===== src/rtl/seq_scan_ctrl_if.sv =====
// rtl/seq_scan_ctrl_if.sv - producer handshake and detector link bundle for seq_scan_ctrl
interface seq_scan_ctrl_if #(
    parameter int WIDTH = 16,
    parameter int CNT_W = 5,
    parameter int POS_W = 4
);
    logic             start;
    logic [WIDTH-1:0] data_in;
    logic             abort;
    logic             busy;
    logic             done;
    logic             aborted;
    logic [CNT_W-1:0] match_count;
    logic             first_valid;
    logic [POS_W-1:0] first_pos;
    logic             det_w;
    logic             det_rst_n;
    logic             det_z;

    // Producer / detector side
    modport master (
        output start, data_in, abort, det_z,
        input  busy, done, aborted, match_count, first_valid, first_pos, det_w, det_rst_n
    );

    // Controller side
    modport slave (
        input  start, data_in, abort, det_z,
        output busy, done, aborted, match_count, first_valid, first_pos, det_w, det_rst_n
    );
endinterface


===== src/rtl/seq_scan_ctrl.sv =====
// rtl/seq_scan_ctrl.sv - sequences a serial Mealy detector over a parallel word
module seq_scan_ctrl #(
    parameter int WIDTH = 16,
    parameter int CNT_W = 5,
    parameter int POS_W = 4
) (
    input  logic          clk,
    input  logic          reset_n,
    seq_scan_ctrl_if.slave bus
);
    typedef enum logic [1:0] {IDLE, CLEAR, SHIFT, DONE} state_t;

    state_t           state;
    state_t           state_nxt;
    logic [WIDTH-1:0] shift_reg;
    logic [POS_W-1:0] idx;
    logic [CNT_W-1:0] match_count;
    logic             first_valid;
    logic [POS_W-1:0] first_pos;
    logic             aborted;
    logic             busy;
    logic             done;
    logic             det_w;
    logic             det_clr;
    logic             last_bit;

    assign last_bit = (idx == POS_W'(WIDTH - 1));

    // State register
    always_ff @(posedge clk or negedge reset_n) begin
        if (!reset_n) state <= IDLE;
        else          state <= state_nxt;
    end

    // Next state and registered-state output decode
    always_comb begin
        state_nxt = state;
        busy      = 1'b1;
        done      = 1'b0;
        det_w     = 1'b0;
        det_clr   = 1'b0;
        case (state)
            IDLE: begin
                busy = 1'b0;
                if (bus.start) state_nxt = CLEAR;
            end
            CLEAR: begin
                det_clr   = 1'b1;
                state_nxt = bus.abort ? DONE : SHIFT;
            end
            SHIFT: begin
                det_w = shift_reg[WIDTH-1];
                if (bus.abort || last_bit) state_nxt = DONE;
            end
            DONE: begin
                done      = 1'b1;
                state_nxt = IDLE;
            end
            default: state_nxt = IDLE;
        endcase
    end

    // Word shifting, detector sampling and result capture
    always_ff @(posedge clk or negedge reset_n) begin
        if (!reset_n) begin
            shift_reg   <= '0;
            idx         <= '0;
            match_count <= '0;
            first_valid <= 1'b0;
            first_pos   <= '0;
            aborted     <= 1'b0;
        end else begin
            case (state)
                IDLE: begin
                    if (bus.start) begin
                        shift_reg   <= bus.data_in;
                        idx         <= '0;
                        match_count <= '0;
                        first_valid <= 1'b0;
                        first_pos   <= '0;
                        aborted     <= 1'b0;
                    end
                end
                CLEAR: begin
                    if (bus.abort) aborted <= 1'b1;
                end
                SHIFT: begin
                    // The detector is Mealy, so z belongs to the bit presented this cycle.
                    if (bus.det_z) begin
                        if (match_count != '1) match_count <= match_count + CNT_W'(1);
                        if (!first_valid) begin
                            first_valid <= 1'b1;
                            first_pos   <= idx;
                        end
                    end
                    shift_reg <= {shift_reg[WIDTH-2:0], 1'b0};
                    idx       <= idx + POS_W'(1);
                    if (bus.abort) aborted <= 1'b1;
                end
                default: ;
            endcase
        end
    end

    // Detector reset follows the controller reset and pulses low in CLEAR
    assign bus.det_rst_n   = reset_n & ~det_clr;
    assign bus.det_w       = det_w;
    assign bus.busy        = busy;
    assign bus.done        = done;
    assign bus.aborted     = aborted;
    assign bus.match_count = match_count;
    assign bus.first_valid = first_valid;
    assign bus.first_pos   = first_pos;
endmodule


===== src/flat_wrapper.sv =====
// flat-port wrapper written by rule: the top's interface ports become plain ports
module seq_scan_ctrl_flat 
#(
    parameter int WIDTH = 16,
    parameter int CNT_W = 5,
    parameter int POS_W = 4
)
  (clk, reset_n, bus_start, bus_data_in, bus_abort, bus_det_z, bus_busy, bus_done, bus_aborted, bus_match_count, bus_first_valid, bus_first_pos, bus_det_w, bus_det_rst_n);
  seq_scan_ctrl_if #(.WIDTH(WIDTH), .CNT_W(CNT_W), .POS_W(POS_W)) bus_i ();
  input  logic clk;
  input  logic reset_n;
  input wire logic [$bits(bus_i.start)-1:0] bus_start;
  input wire logic [$bits(bus_i.data_in)-1:0] bus_data_in;
  input wire logic [$bits(bus_i.abort)-1:0] bus_abort;
  input wire logic [$bits(bus_i.det_z)-1:0] bus_det_z;
  output wire logic [$bits(bus_i.busy)-1:0] bus_busy;
  output wire logic [$bits(bus_i.done)-1:0] bus_done;
  output wire logic [$bits(bus_i.aborted)-1:0] bus_aborted;
  output wire logic [$bits(bus_i.match_count)-1:0] bus_match_count;
  output wire logic [$bits(bus_i.first_valid)-1:0] bus_first_valid;
  output wire logic [$bits(bus_i.first_pos)-1:0] bus_first_pos;
  output wire logic [$bits(bus_i.det_w)-1:0] bus_det_w;
  output wire logic [$bits(bus_i.det_rst_n)-1:0] bus_det_rst_n;
  assign bus_i.start = bus_start;
  assign bus_i.data_in = bus_data_in;
  assign bus_i.abort = bus_abort;
  assign bus_i.det_z = bus_det_z;
  assign bus_busy = bus_i.busy;
  assign bus_done = bus_i.done;
  assign bus_aborted = bus_i.aborted;
  assign bus_match_count = bus_i.match_count;
  assign bus_first_valid = bus_i.first_valid;
  assign bus_first_pos = bus_i.first_pos;
  assign bus_det_w = bus_i.det_w;
  assign bus_det_rst_n = bus_i.det_rst_n;
  seq_scan_ctrl #(.WIDTH(WIDTH), .CNT_W(CNT_W), .POS_W(POS_W)) u_core (.clk(clk), .reset_n(reset_n), .bus(bus_i));
endmodule

===== config.mk =====
export PLATFORM = sky130hd
export DESIGN_NAME = seq_scan_ctrl_flat
export DESIGN_NICKNAME = d
export VERILOG_FILES = /design/src/rtl/seq_scan_ctrl_if.sv /design/src/rtl/seq_scan_ctrl.sv /design/src/flat_wrapper.sv
export SDC_FILE = /design/constraint.sdc
export NUM_CORES = 1
export LEC_CHECK = 0
export CAP_MARGIN = 20
export CORE_MARGIN = 8
export CORE_UTILIZATION = 30
export CTS_CLUSTER_SIZE = 12
export DETAILED_ROUTE_END_ITERATION = 10
export PLACE_DENSITY = 0.52
export SYNTH_ARGS = -nofsm -noshare
export SYNTH_HDL_FRONTEND = slang
export SYNTH_SLANG_ARGS = --single-unit

===== constraint.sdc =====
create_clock -name clk -period 2.3 [get_ports clk]
set_clock_uncertainty 0.2 [all_clocks]
set_input_delay 0.23 -clock clk [delete_from_list [all_inputs] [get_ports clk]]
set_output_delay 0.23 -clock clk [all_outputs]
set_load 0.02 [all_outputs]

== After elaboration in Yosys (flattened, before gate mapping) ==
Cells that the tools add are included.
Cells by class
  bitwise gates (word level): 2
  mux-type cells: 24
  equality and inequality tests: 11
  add/subtract/negate cells: 2
  reductions and logical operators: 11
Operators with widths (number)
  case mux 16 bit (2 select lines): 1
  two-way mux 16 bit: 1
  case mux 4 bit (2 select lines): 2
  two-way mux 5 bit: 3
  two-way mux 4 bit: 3
  case mux 5 bit (2 select lines): 1
  two-way mux 1 bit: 8
  case mux 2 bit (4 select lines): 1
  AND reduction 4 bit: 2
  inequality test 2 x 1 -> 1 bit (second input constant): 3
  inequality test 2 bit (second input constant): 3
  AND reduction 3 bit: 2
  adder 5 x 1 -> 5 bit (second input constant): 1
  inequality test 5 bit (second input constant): 1
  adder 4 x 1 -> 4 bit (second input constant): 1
  equality test 2 bit (second input constant): 2
  equality test 4 bit (second input constant): 1
  two-way mux 2 bit: 2
  case mux 1 bit (2 select lines): 2
  AND reduction 2 bit: 2
  nonzero test 2 bit: 2
  equality test 2 x 1 -> 1 bit (second input constant): 1
  zero test 2 bit: 1
  OR reduction 2 bit: 1
  3 further kinds: 3
Word-level totals
  output and inout port bits: 15
  input port bits: 21
  register bits after elaboration: 33
  logic and storage cells: 57

== Longest topological paths before layout ==
  depth in word-level cells: 4
  mapped depth: 7

== Worst setup path before layout ==
No wires, ideal clock.
  kind: register to register
  start: reg u_core.match_count[0] (netlist: u_core.bus.match_count[0])
  end: reg u_core.match_count[2] (netlist: u_core.bus.match_count[2])
  data arrival time: 1.708 ns
  required time: 1.976 ns
  setup time: 0.124 ns
  stages on the path, launching flop included: 7
  path slack: 0.268 ns
  path buffers: 0
  cell sequence: dfrtp_1 -> ha_1 -> and3_1 -> ha_1 -> nand2b_1 -> a21o_1 -> a211o_1
On the way
  cells in the longest elaborated chain, start to end: 4
  elaborated cells between the ends (all ways): 7
  those cells by class: 1 x add/sub; 2 x eq/ne; 3 x mux; 1 x reduce/logical
RTL lines
  start, declared: line seq_scan_ctrl.sv:17  | logic [CNT_W-1:0] match_count;
  start signal, assigned: line seq_scan_ctrl.sv:90  | if (match_count != '1) match_count <= match_count + CNT_W'(1);
  adder 5 x 1 -> 5 bit: line seq_scan_ctrl.sv:90
  two-way mux 5 bit: line seq_scan_ctrl.sv:90
  two-way mux 5 bit: line seq_scan_ctrl.sv:89  | if (bus.det_z) begin
  case mux 5 bit (2 select lines): line seq_scan_ctrl.sv:73  | case (state)
Several ways; a longest one is shown, not always the timed one. The select of a mux whose other input is x is not followed.
A chain may end at the register's enable or synchronous reset.

== Final worst setup path ==
  start: reg u_core.state[0]
  end: out bus_busy
On the way
  cells in the longest elaborated chain, start to end: 2
RTL lines
  start, declared: line seq_scan_ctrl.sv:13  | state_t state;
  start signal, assigned: line seq_scan_ctrl.sv:32  | else state <= state_nxt;
  zero test 2 bit: line seq_scan_ctrl.sv:42  | case (state)
  two-way mux 1 bit: line seq_scan_ctrl.sv:42
  end, declared: line flat_wrapper.sv:16  | output wire logic [$bits(bus_i.busy)-1:0] bus_busy;
No other way between the ends.

==> flow_summary.toml <==
[critical_path]
cp-endpoint = "bus_busy"
path_class = "flip-flop to output port"
end_kind = "output port"
worstSetupStartpointType = "flip-flop"
worstPathRequired_ps = 1870
timing.rr.end = "u_core.bus.match_count[2]"
crit_start = "u_core.state[0]"
reg2reg_slack_ps = 280
rr_worst_depth = 6
worstPathMaxFanout = 8
r2r-start = "u_core.bus.match_count[0]"
cp.arrival_ps = 1720

[timing]
max_freq_mhz = 465
post-route-period-util = 0.935
finalSetupViolations = 0
slew_violations = 0
slew_headroom = 0.713
period_minus_slack_ps = 2150
finalHoldViolCount = 0
rsz0062_at_grt = "no"
tns_ps = 0
worst_pin_slew_ps = 431

[power]
p_total_mw = 2.76
internal_power_mw = 1.69
seqPwrFrac = 0.359
peakVddDrop_uv = 425
power.static_leakage_nw = 0.996
switchingPower_mw = 1.07
switching_share = 0.388
pwr-share-comb = 0.484
power_density_mw_per_mm2 = 1240
p_clk_frac = 0.157

[finish]
fin_cells = 270
nFillCells = 532
antenna_cells = 0
multi_input_area_sq_um = 827
regArea_sq_um = 826
nets = 227
final_cell_area_sq_mm = 0.00223
largest_reg_flops = 16
areaGrowthSynthToFinish_pct = 31.2
drive_gt1_frac = 0.0960

[yosys]
syn_area_sq_mm = 0.00170
synth_nets = 187
ys_seq_area_frac = 0.485
ys.warnings.count = 0
synth_cells = 158
ys_ff_latch = 33
synth.distinct_cells = 33
avgSynthCellArea_sq_um = 10.8

[placement]
hpwl_microns = 2820
place_inst = 263
portBuffers = 35
gp_routability_congestion = 0.744
dpl_cell_area_sq_mm = 0.00213

[global_route]
grt_usage = 0.0982
grt_first_pass_wirelength_microns = 6580
grt_overflow = 0
antenna_found_initial = 0
grt_pass1_vias = 1339
grt_max_degree = 34

[worst_hold_path]
hp-class = "input pin to async pin"

[detailed_routing]
drc = 0
dr.pass1.iters = 4
ant_nets = 0
drtIter0Drc = 73
wl_per_cell_microns = 14.3
routed_via_density = 4.73
routed_wl_microns = 3850
dr_total_vias = 1277

[cts]
path_clk_slew_ps = 70
clock_path_buffers = 2
cts.sinks = 33
cts-root-buf = "clkbuf_8"
cts_buffers = 5
clk_latency_ps = 280
post_cts_buffers = 0
cts_tree = "built"
htree_levels = 2

[floorplan]
core-area_sq_mm = 0.00551
row_count = 27
die_x_microns = 91.3
start_util = 0.309
num_io_pins = 36
die_h_microns = 91.3
die-area_sq_mm = 0.00834

[status]
outcome = "finished, final reports clean"

[flow_run]
maxCapViolations = 0
-- cells by family after synthesis --
| kind of cell | count (synthesis) | share of synthesized area |
|---|---|---|
| XOR/XNOR | 1 | 0.00515 |
| AO/OA/AOI/OAI | 43 | 0.163 |
| AND/OR/NAND/NOR | 44 | 0.131 |
| adder cells (fa/ha/maj) | 8 | 0.0588 |
| buffers and inverters | 10 | 0.0360 |
| multiplexers | 19 | 0.121 |
| flip-flops | 33 | 0.485 |
-- cell usage in the layout (no fill, tap or decap), drive strengths merged, types with 2 or more instances in the layout --
cell	instances
clkdlybuf4s50	33
dfrtp	33
nand2	22
o21ai	19
mux2i	17
a22o	8
ha	8
clkbuf	7
a21oi	6
nand2b	5
buf	5
nor2	4
inv	3
nand3	3
and3	2
nor2b	2
a211oi	2
a21o	2
nor3b	2
mux2	2
dlymetal6s2s	2
-- synthesized netlist by cell type --
| library cell | number | area (sq um) |
|---|---|---|
| a211o_1 | 1 | 8.76 |
| a22o_1 | 8 | 70.1 |
| and2_1 | 1 | 6.26 |
| nand3_1 | 3 | 15.0 |
| a2bb2oi_1 | 1 | 8.76 |
| nor3_1 | 1 | 5.00 |
| xnor2_1 | 1 | 8.76 |
| o21ai_0 | 17 | 85.1 |
| mux2i_4 | 1 | 22.5 |
| nor2b_1 | 2 | 12.5 |
| a31o_2 | 1 | 8.76 |
| a2111oi_0 | 1 | 8.76 |
| o31ai_1 | 1 | 7.51 |
| nand2b_1 | 5 | 31.3 |
| and3_1 | 2 | 12.5 |
| buf_6 | 2 | 22.5 |
| dfrtp_1 | 33 | 826 |
| nor3b_2 | 2 | 25.0 |
| nand3b_1 | 1 | 7.51 |
| ha_1 | 8 | 100 |
| mux2_2 | 2 | 22.5 |
| a21oi_1 | 6 | 30.0 |
| a211oi_1 | 2 | 15.0 |
| a21o_1 | 2 | 15.0 |
| buf_4 | 1 | 7.51 |
| nand2_1 | 22 | 82.6 |
| mux2i_1 | 16 | 160 |
| inv_1 | 3 | 11.3 |
| nor2_1 | 4 | 15.0 |
| o21ai_1 | 2 | 10.0 |
| buf_2 | 4 | 20.0 |
| and2b_4 | 1 | 10.0 |
| a32o_1 | 1 | 10.0 |
-- per-layer routing --
metal	global-route usage	vias to the layer above	share of wire
met5	0	-	0
met4	0.0368	0	0.014
met3	0.0370	6	0.047
met2	0.161	23	0.49
met1	0.114	606	0.45
li1	-	642	-
-- power groups by stage --
stage / Clock, mW / Combinational, mW / Sequential (mW)
6_report: 0.434 / 1.34 / 0.989
3_3_place_gp: 0 / 1.29 / 0.984
2_1_floorplan: 0 / 0.896 / 1.02
5_1_grt: 0.488 / 1.50 / 1.02
4_1_cts: 0.453 / 1.33 / 0.992
3_5_place_dp: 0 / 1.32 / 1.00
-- worst max-delay path, stage by stage, from the launching register on --
cell,delay (ps)
dfrtp_1,410
inv_1,130
ha_4,220
inv_1,80
clkdlybuf4s50_1,600
-- how the worst min path moves through the flow --
stage                         start              endpoint  slack (ps)  cells past startpoint
2_1_floorplan               reset_n    u_core.bus.aborted        -270                      0
3_3_place_gp   u_core.shift_reg[15]  u_core.shift_reg[15]         260                      2
3_5_place_dp   u_core.shift_reg[15]  u_core.shift_reg[15]         270                      2
4_1_cts        u_core.shift_reg[15]  u_core.shift_reg[15]         280                      2
5_1_grt         u_core.shift_reg[2]   u_core.shift_reg[2]         310                      2
6_report                    reset_n   u_core.shift_reg[0]         260                      2
-- per-stage QoR --
step	hold WS, ps	utilization	setup WS [ps]
finish	261	0.406	150
global route	307	0.406	40.3
CTS	285	0.403	37.5
detailed placement	270	0.387	201
global placement	258	0.387	257
floorplan	-266	-	268
-- cell type report --
type	count	area share
tap	72	0.0403
timing repair buffer	40	0.176
inverter	3	0.00504
clock buffer	7	0.0387
sequential	33	0.370
multi-input combinational	115	0.370
-- timing repair --
item	CTS	global route
hold buffers	0	0
setup endpoints to repair	1	2
pin swaps	0	0
gates resized for setup	1	3
Power figures use the tool's default switching activity.
==> variant 1: new RTL, config.mk and constraints unchanged <==
`WIDTH` is set to 16 in 3 places; all go to 32.
--- a/src/rtl/seq_scan_ctrl_if.sv
+++ b/src/rtl/seq_scan_ctrl_if.sv
@@ -1,6 +1,6 @@
 // rtl/seq_scan_ctrl_if.sv - producer handshake and detector link bundle for seq_scan_ctrl
 interface seq_scan_ctrl_if #(
-    parameter int WIDTH = 16,
+    parameter int WIDTH = 32,
     parameter int CNT_W = 5,
     parameter int POS_W = 4
 );
--- a/src/rtl/seq_scan_ctrl.sv
+++ b/src/rtl/seq_scan_ctrl.sv
@@ -1,6 +1,6 @@
 // rtl/seq_scan_ctrl.sv - sequences a serial Mealy detector over a parallel word
 module seq_scan_ctrl #(
-    parameter int WIDTH = 16,
+    parameter int WIDTH = 32,
     parameter int CNT_W = 5,
     parameter int POS_W = 4
 ) (
--- a/src/flat_wrapper.sv
+++ b/src/flat_wrapper.sv
@@ -1,7 +1,7 @@
 // flat-port wrapper written by rule: the top's interface ports become plain ports
 module seq_scan_ctrl_flat 
 #(
-    parameter int WIDTH = 16,
+    parameter int WIDTH = 32,
     parameter int CNT_W = 5,
     parameter int POS_W = 4
 )
Ports: changed (resized bus_data_in); port bits go from 36 to 52. No check against the original RTL was run, so the function may have changed too.
==> variant 1 against the unedited design <==
  * Final cell count rose by 44%
  * Non-clock buffer count is 17 higher
  * Worst setup slack worse by 0.0017 ns
  * Total power rose by 44%
  * Wire length grew 39%
  * Area after synthesis rose by 42%
  * Sequential cell count increased by 16
  * Design area grew 44%
  * Critical path type unchanged
  * Largest cell class is now sequential cells
==> variant 1: results (changes against the unedited design) <==
Outcome
  • Status: finished clean (unchanged)

Synth
  • Ys async rst share: 1.00 (unchanged)
  • Sequential area share after synthesis: 0.507 (was 0.485)
  • Synth Net Count: 282 (was 187)
  • Top area cells in the synthesized netlist: dfrtp_1 51%, mux2i_1 14%, o21ai_0 7.0% (was dfrtp_1 49%, mux2i_1 9.4%, ha_1 5.9%)
  • YS warnings: 0 (unchanged)
  • EDFF count, synth: 0 (unchanged)
  • Distinct cells, synth: 26 (was 33)
  • Top cells by count, synth: 49 x dfrtp_1, 40 x nand2_1, 35 x mux2i_1, 34 x o21ai_0, 11 x nand3_1 (was 33 x dfrtp_1, 22 x nand2_1, 17 x o21ai_0, 16 x mux2i_1)
  • Ys flop type: dfrtp_1 (unchanged)

Timing
  • Worst Tran Pin Value: 0.627 ns (was 0.431 ns)

Clock network
  • Clock transition at the registers of the reported paths: 0.10 ns (was 0.07 ns)
  • Longest Clk Path Bufs: 2 (unchanged)
  • H-tree depth: 2 (unchanged)
  • Postcts setup bufs: 0 (unchanged)
  • Worst-skew pair later-pin latency: 0.30 ns (was 0.28 ns)
  • Root buf cell: clkbuf_8 (unchanged)
  • Total CTS buffers: 5 (unchanged)

Place
  • I/O Buffers: 51 (was 35)
  • GP Congestion: 0.756 (was 0.744)
  • Placed Area: 3070 um^2 (was 2130 um^2)
  • Post-DP HPWL: 3790 um (was 2820 um)

Power
  • P_int: 2.45 mW (was 1.69 mW)
  • Worst vdd ir: 0.517 mV (was 0.425 mV)
  • Static Leak: 1.38 nW (was 0.996 nW)

Global routing
  • Met1 global-route usage: 0.126 (was 0.114)
  • Met3 GRT Util: 0.0317 (was 0.0370)
  • Total track usage: 0.0980 (was 0.0982)
  • First-pass GRT wire length: 9120 um (was 6580 um)
  • GR Layer Usage met2: 0.154 (was 0.161)
  • Largest net degree at the start of global routing: 50 (was 34)
  • Initial antenna violation count: 0 (unchanged)
  • Vias in the first global route: 1,907 (was 1,339)

Min path
  • Hold path start: u_core.shift_reg[2]$_DFFE_PN0P_
  • Tightest Hold Check Type: flip-flop to flip-flop (was input port to async pin)

Setup path
  • Max stage delay cell, worst path: clkdlybuf4s50_1 (unchanged)
  • R2R Path Start: u_core.state[0]$_DFFE_PN0P_ (was u_core.bus.match_count[0]$_DFFE_PN0P_)
  • Worst path max stage delay: 0.60 ns (about the same)
  • Worst-path fanout max: 8 (unchanged)
  • Critical path origin: u_core.state[1]$_DFFE_PN0P_ (was u_core.state[0]$_DFFE_PN0P_)
  • Worst EP arrival: 1.72 ns (about the same)

Detailed routing
  • DRT Wirelength: 5330 um (was 3850 um)
  • Vias per cell: 4.57 (was 4.73)
  • Drt first-iter violations: 46 (was 73)
  • Total iterations of the first detailed-routing run: 4 (unchanged)

Layout
  • Nets@finish: 332 (was 227)
  • Max reg flops: 32 (was 16)
  • Fill count: 780 (was 532)
  • Ratio of cells with drive above 1 in the final layout: 0.0694 (was 0.0960)
  • Ant. Diodes: 0 (unchanged)
## variant 1: changes by cell type after synthesis, sizes merged, moves of 2 or more
cell    delta
mux2i     +18
nand2     +18
dfrtp     +16
o21ai     +15
nand3      +8
a22o       -5
clkbuf     +4
nand4      +4
buf        +3
a211oi     +2
inv        +2
nor2b      +2
or3        +2
## variant 1: critical path, delay by kind of cell (launching register included)
kind / cells / cell delay (ns)
DFF: 1 / 0.43
buffers and inverters: 3 / 0.78
adders and majority gates: 1 / 0.21
## variant 1: worst paths after layout
path,endpoint,slack (ns),cells past startpoint
max,bus_busy,0.15,4
min,u_core.shift_reg[2]$_DFFE_PN0P_,0.28,2
max reg2reg,u_core.bus.match_count[2]$_DFFE_PN0P_,0.21,7
min reg2reg,u_core.shift_reg[2]$_DFFE_PN0P_,0.28,2
max in group asynchronous,u_core.shift_reg[17]$_DFFE_PN0P_,1.10,3
min in group asynchronous,u_core.state[1]$_DFFE_PN0P_,0.37,3
## variant 1: logic make-up after synthesis
family | count (synthesis) | share of synthesized area
buffers and inverters | 19 | 0.0357
AOI/OAI and AO/OA | 50 | 0.117
and+or+nand+nor | 73 | 0.140
adders and majority gates | 8 | 0.0414
DFF | 49 | 0.507
muxes | 38 | 0.159
## variant 1: stage by stage
stage	util	std cells	setup WS, ns
2_1_floorplan	-	237	0.329
3_3_place_gp	0.396	381	0.288
3_5_place_dp	0.396	381	0.223
4_1_cts	0.412	390	0.0662
5_1_grt	0.413	390	0.0335
6_report	0.413	390	0.148
## variant 1: routing by layer
metal,part of all wire,up-vias
met3,0.055,4
met1,0.48,819
met5,0,-
li1,-,930
met2,0.45,31
met4,0.010,0
## variant 1: final cells by class
class / instances / area, um^2 / area share
Clock buffer: 5 / 68.8 / 0.0214
Clock inverter: 3 / 46.3 / 0.0144
Inverter: 5 / 18.8 / 0.00584
Multi-Input combinational cell: 169 / 1130 / 0.353
Sequential cell: 49 / 1230 / 0.382
Tap cell: 102 / 128 / 0.0397
Timing Repair Buffer: 57 / 592 / 0.184
## variant 1: power groups by stage
stage / sequential [mW] / clock (mW) / combinational (mW)
3_5_place_dp: 1.49 / 0 / 1.89
3_3_place_gp: 1.48 / 0 / 1.86
6_report: 1.47 / 0.623 / 1.88
4_1_cts: 1.48 / 0.654 / 1.89
5_1_grt: 1.53 / 0.678 / 2.13
2_1_floorplan: 1.50 / 0 / 1.23
## variant 1: what timing repair did
| item | in CTS | in global routing |
|---|---|---|
| endpoints found under the setup margin | 2 | 1 |
| hold buffers | 1 | 0 |
| resized for setup | 2 | 2 |
| hold endpoints to repair | 49 | 0 |
| pin swaps | 0 | 0 |
==> variant 2: new RTL, same flow settings <==
Made on the original files. Reset style: synchronous (`reset_n`), changed in 2 clocked blocks.
--- a/src/rtl/seq_scan_ctrl.sv
+++ b/src/rtl/seq_scan_ctrl.sv
@@ -27,7 +27,7 @@
     assign last_bit = (idx == POS_W'(WIDTH - 1));
 
     // State register
-    always_ff @(posedge clk or negedge reset_n) begin
+    always_ff @(posedge clk) begin
         if (!reset_n) state <= IDLE;
         else          state <= state_nxt;
     end
@@ -61,7 +61,7 @@
     end
 
     // Word shifting, detector sampling and result capture
-    always_ff @(posedge clk or negedge reset_n) begin
+    always_ff @(posedge clk) begin
         if (!reset_n) begin
             shift_reg   <= '0;
             idx         <= '0;
Formal check against the unedited RTL: differs if reset_n is asserted again (counterexample within 4 cycles, from zero or initial values and one cycle with reset_n low); with reset_n held inactive, the same outputs for 10 cycles.
==> variant 2 against the unedited design <==
  * Via count rose by 3.2%
  * First-iteration DRC count shrank 23%
  * Wire length decreased by 5.3%
  * Sequential share of layout area is 6.3 points lower
  * Worst setup slack worse by 0.051 ns
  * Die area fell by 2.4%
  * Total power shrank 21%
  * Area after synthesis shrank 2.9%
  * Sequential cell count did not move
  * Design area is 3.5% lower
  * Count of clock-buffer cells in the layout is the same
  * Clock power up 2%
==> variant 2: results (changes against the unedited design) <==
Power
  • Overall Power: 2.18 mW (was 2.76 mW)
  • Static Leak: 0.938 nW (was 0.996 nW)
  • Pwr Density: 1010 nW/um^2 (was 1240 nW/um^2)
  • Worst vdd ir: 0.359 mV (was 0.425 mV)
  • Combinational share of power: 0.430 (was 0.484)
  • P_clk: 0.444 mW (was 0.434 mW)

Layout
  • Plain + repair buffers: 39 (was 40)
  • Area of the multi-input gates: 920 um^2 (was 827 um^2)
  • Sequential cell count: 33 (unchanged)
  • Non-Filler Instances: 281 (was 270)
  • Multi-input gate count: 126 (was 115)
  • Sequential cell area share: 0.307 (was 0.370)
  • Ratio of cells with drive above 1 in the final layout: 0.0718 (was 0.0960)
  • Ant. Diodes: 0 (unchanged)
  • Nets@finish: 238 (was 227)
  • Fill count: 581 (was 532)
  • Final non-clock buffer share: 0.178 (was 0.176)
  • Clock network area share: 0.0401 (was 0.0387)
  • Non-clk invs: 4 (was 3)

Detailed routing
  • M1 wire length: 1830 um (was 1720 um)
  • DR WL/cell: 13.0 um (was 14.3 um)
  • Drt first-iter violations: 56 (was 73)
  • Met2 wire length: 1530 um (was 1890 um)
  • Met3 Wirelength: 195 um (was 182 um)

Timing
  • Slew HR: 0.666 (was 0.713)

Synth
  • Mux contribution to synthesized area: 0.120 (was 0.121)
  • Post-Synthesis Cells: 173 (was 158)
  • Distinct cells, synth: 35 (was 33)
  • Top area cells in the synthesized netlist: dfxtp_1 40%, mux2i_1 10%, o211a_1 9.1% (was dfrtp_1 49%, mux2i_1 9.4%, ha_1 5.9%)
  • Synth Area in XOR/XNOR: 0.0159 (was 0.00515)
  • Synth Net Count: 202 (was 187)
  • Sequential area share after synthesis: 0.400 (was 0.485)
  • Synth Area in Compound Gates: 0.188 (was 0.163)
  • Top cells by count, synth: 33 x dfxtp_1, 28 x nand2_1, 17 x mux2i_1, 15 x o211a_1, 8 x ha_1 (was 33 x dfrtp_1, 22 x nand2_1, 17 x o21ai_0, 16 x mux2i_1)
  • Adder-cell share of the synthesized area: 0.0606 (was 0.0588)

Place
  • GP Congestion: 0.768 (was 0.744)
  • Placed Area: 2060 um^2 (was 2130 um^2)
  • Place WS: 0.292 ns (was 0.201 ns)
  • DP Cell Count: 274 (was 263)

Global routing
  • First-pass GRT wire length: 6320 um (was 6580 um)
  • Largest net degree at the start of global routing: 36 (was 34)
  • Total track usage: 0.0950 (was 0.0982)
  • Met3 GRT Util: 0.0357 (was 0.0370)
  • Met1 global-route usage: 0.118 (was 0.114)

Setup path
  • Worst-path fanout max: 6 (was 8)
  • Worst EP arrival: 1.77 ns (was 1.72 ns)

Min path
  • Tightest Hold Check Type: flip-flop to flip-flop (was input port to async pin)

Clock network
  • Clock transition at the registers of the reported paths: 0.07 ns (about the same)

Outcome
  • Status: finished clean (unchanged)
[variant 2: cell types whose count changed after synthesis, sizes merged, moves of 6 or more]
cell / unedited run / this run
dfrtp: 33 / 0
nand2: 22 / 28
o211a: 0 / 15
o21ai: 19 / 6
dfxtp: 0 / 33
a22o: 8 / 0
[variant 2: timing repair]
item	CTS	global route
endpoints found under the hold margin	0	0
gates resized for setup	1	1
setup endpoints to repair	1	1
pin swaps	0	0
[variant 2: path summary, 6_finish.rpt]
kind / startpoint / to / slack (ns) / cells after the start
worst min register to register: u_core.bus.first_pos[2]$_SDFFE_PN0P_ / u_core.bus.first_pos[2]$_SDFFE_PN0P_ / 0.26 / 2
worst min-delay path: u_core.bus.first_pos[2]$_SDFFE_PN0P_ / u_core.bus.first_pos[2]$_SDFFE_PN0P_ / 0.26 / 2
worst max register to register: u_core.state[0]$_SDFFE_PN0P_ / u_core.bus.first_pos[1]$_SDFFE_PN0P_ / 0.28 / 6
worst max-delay path: u_core.state[0]$_SDFFE_PN0P_ / bus_busy / 0.1 / 4
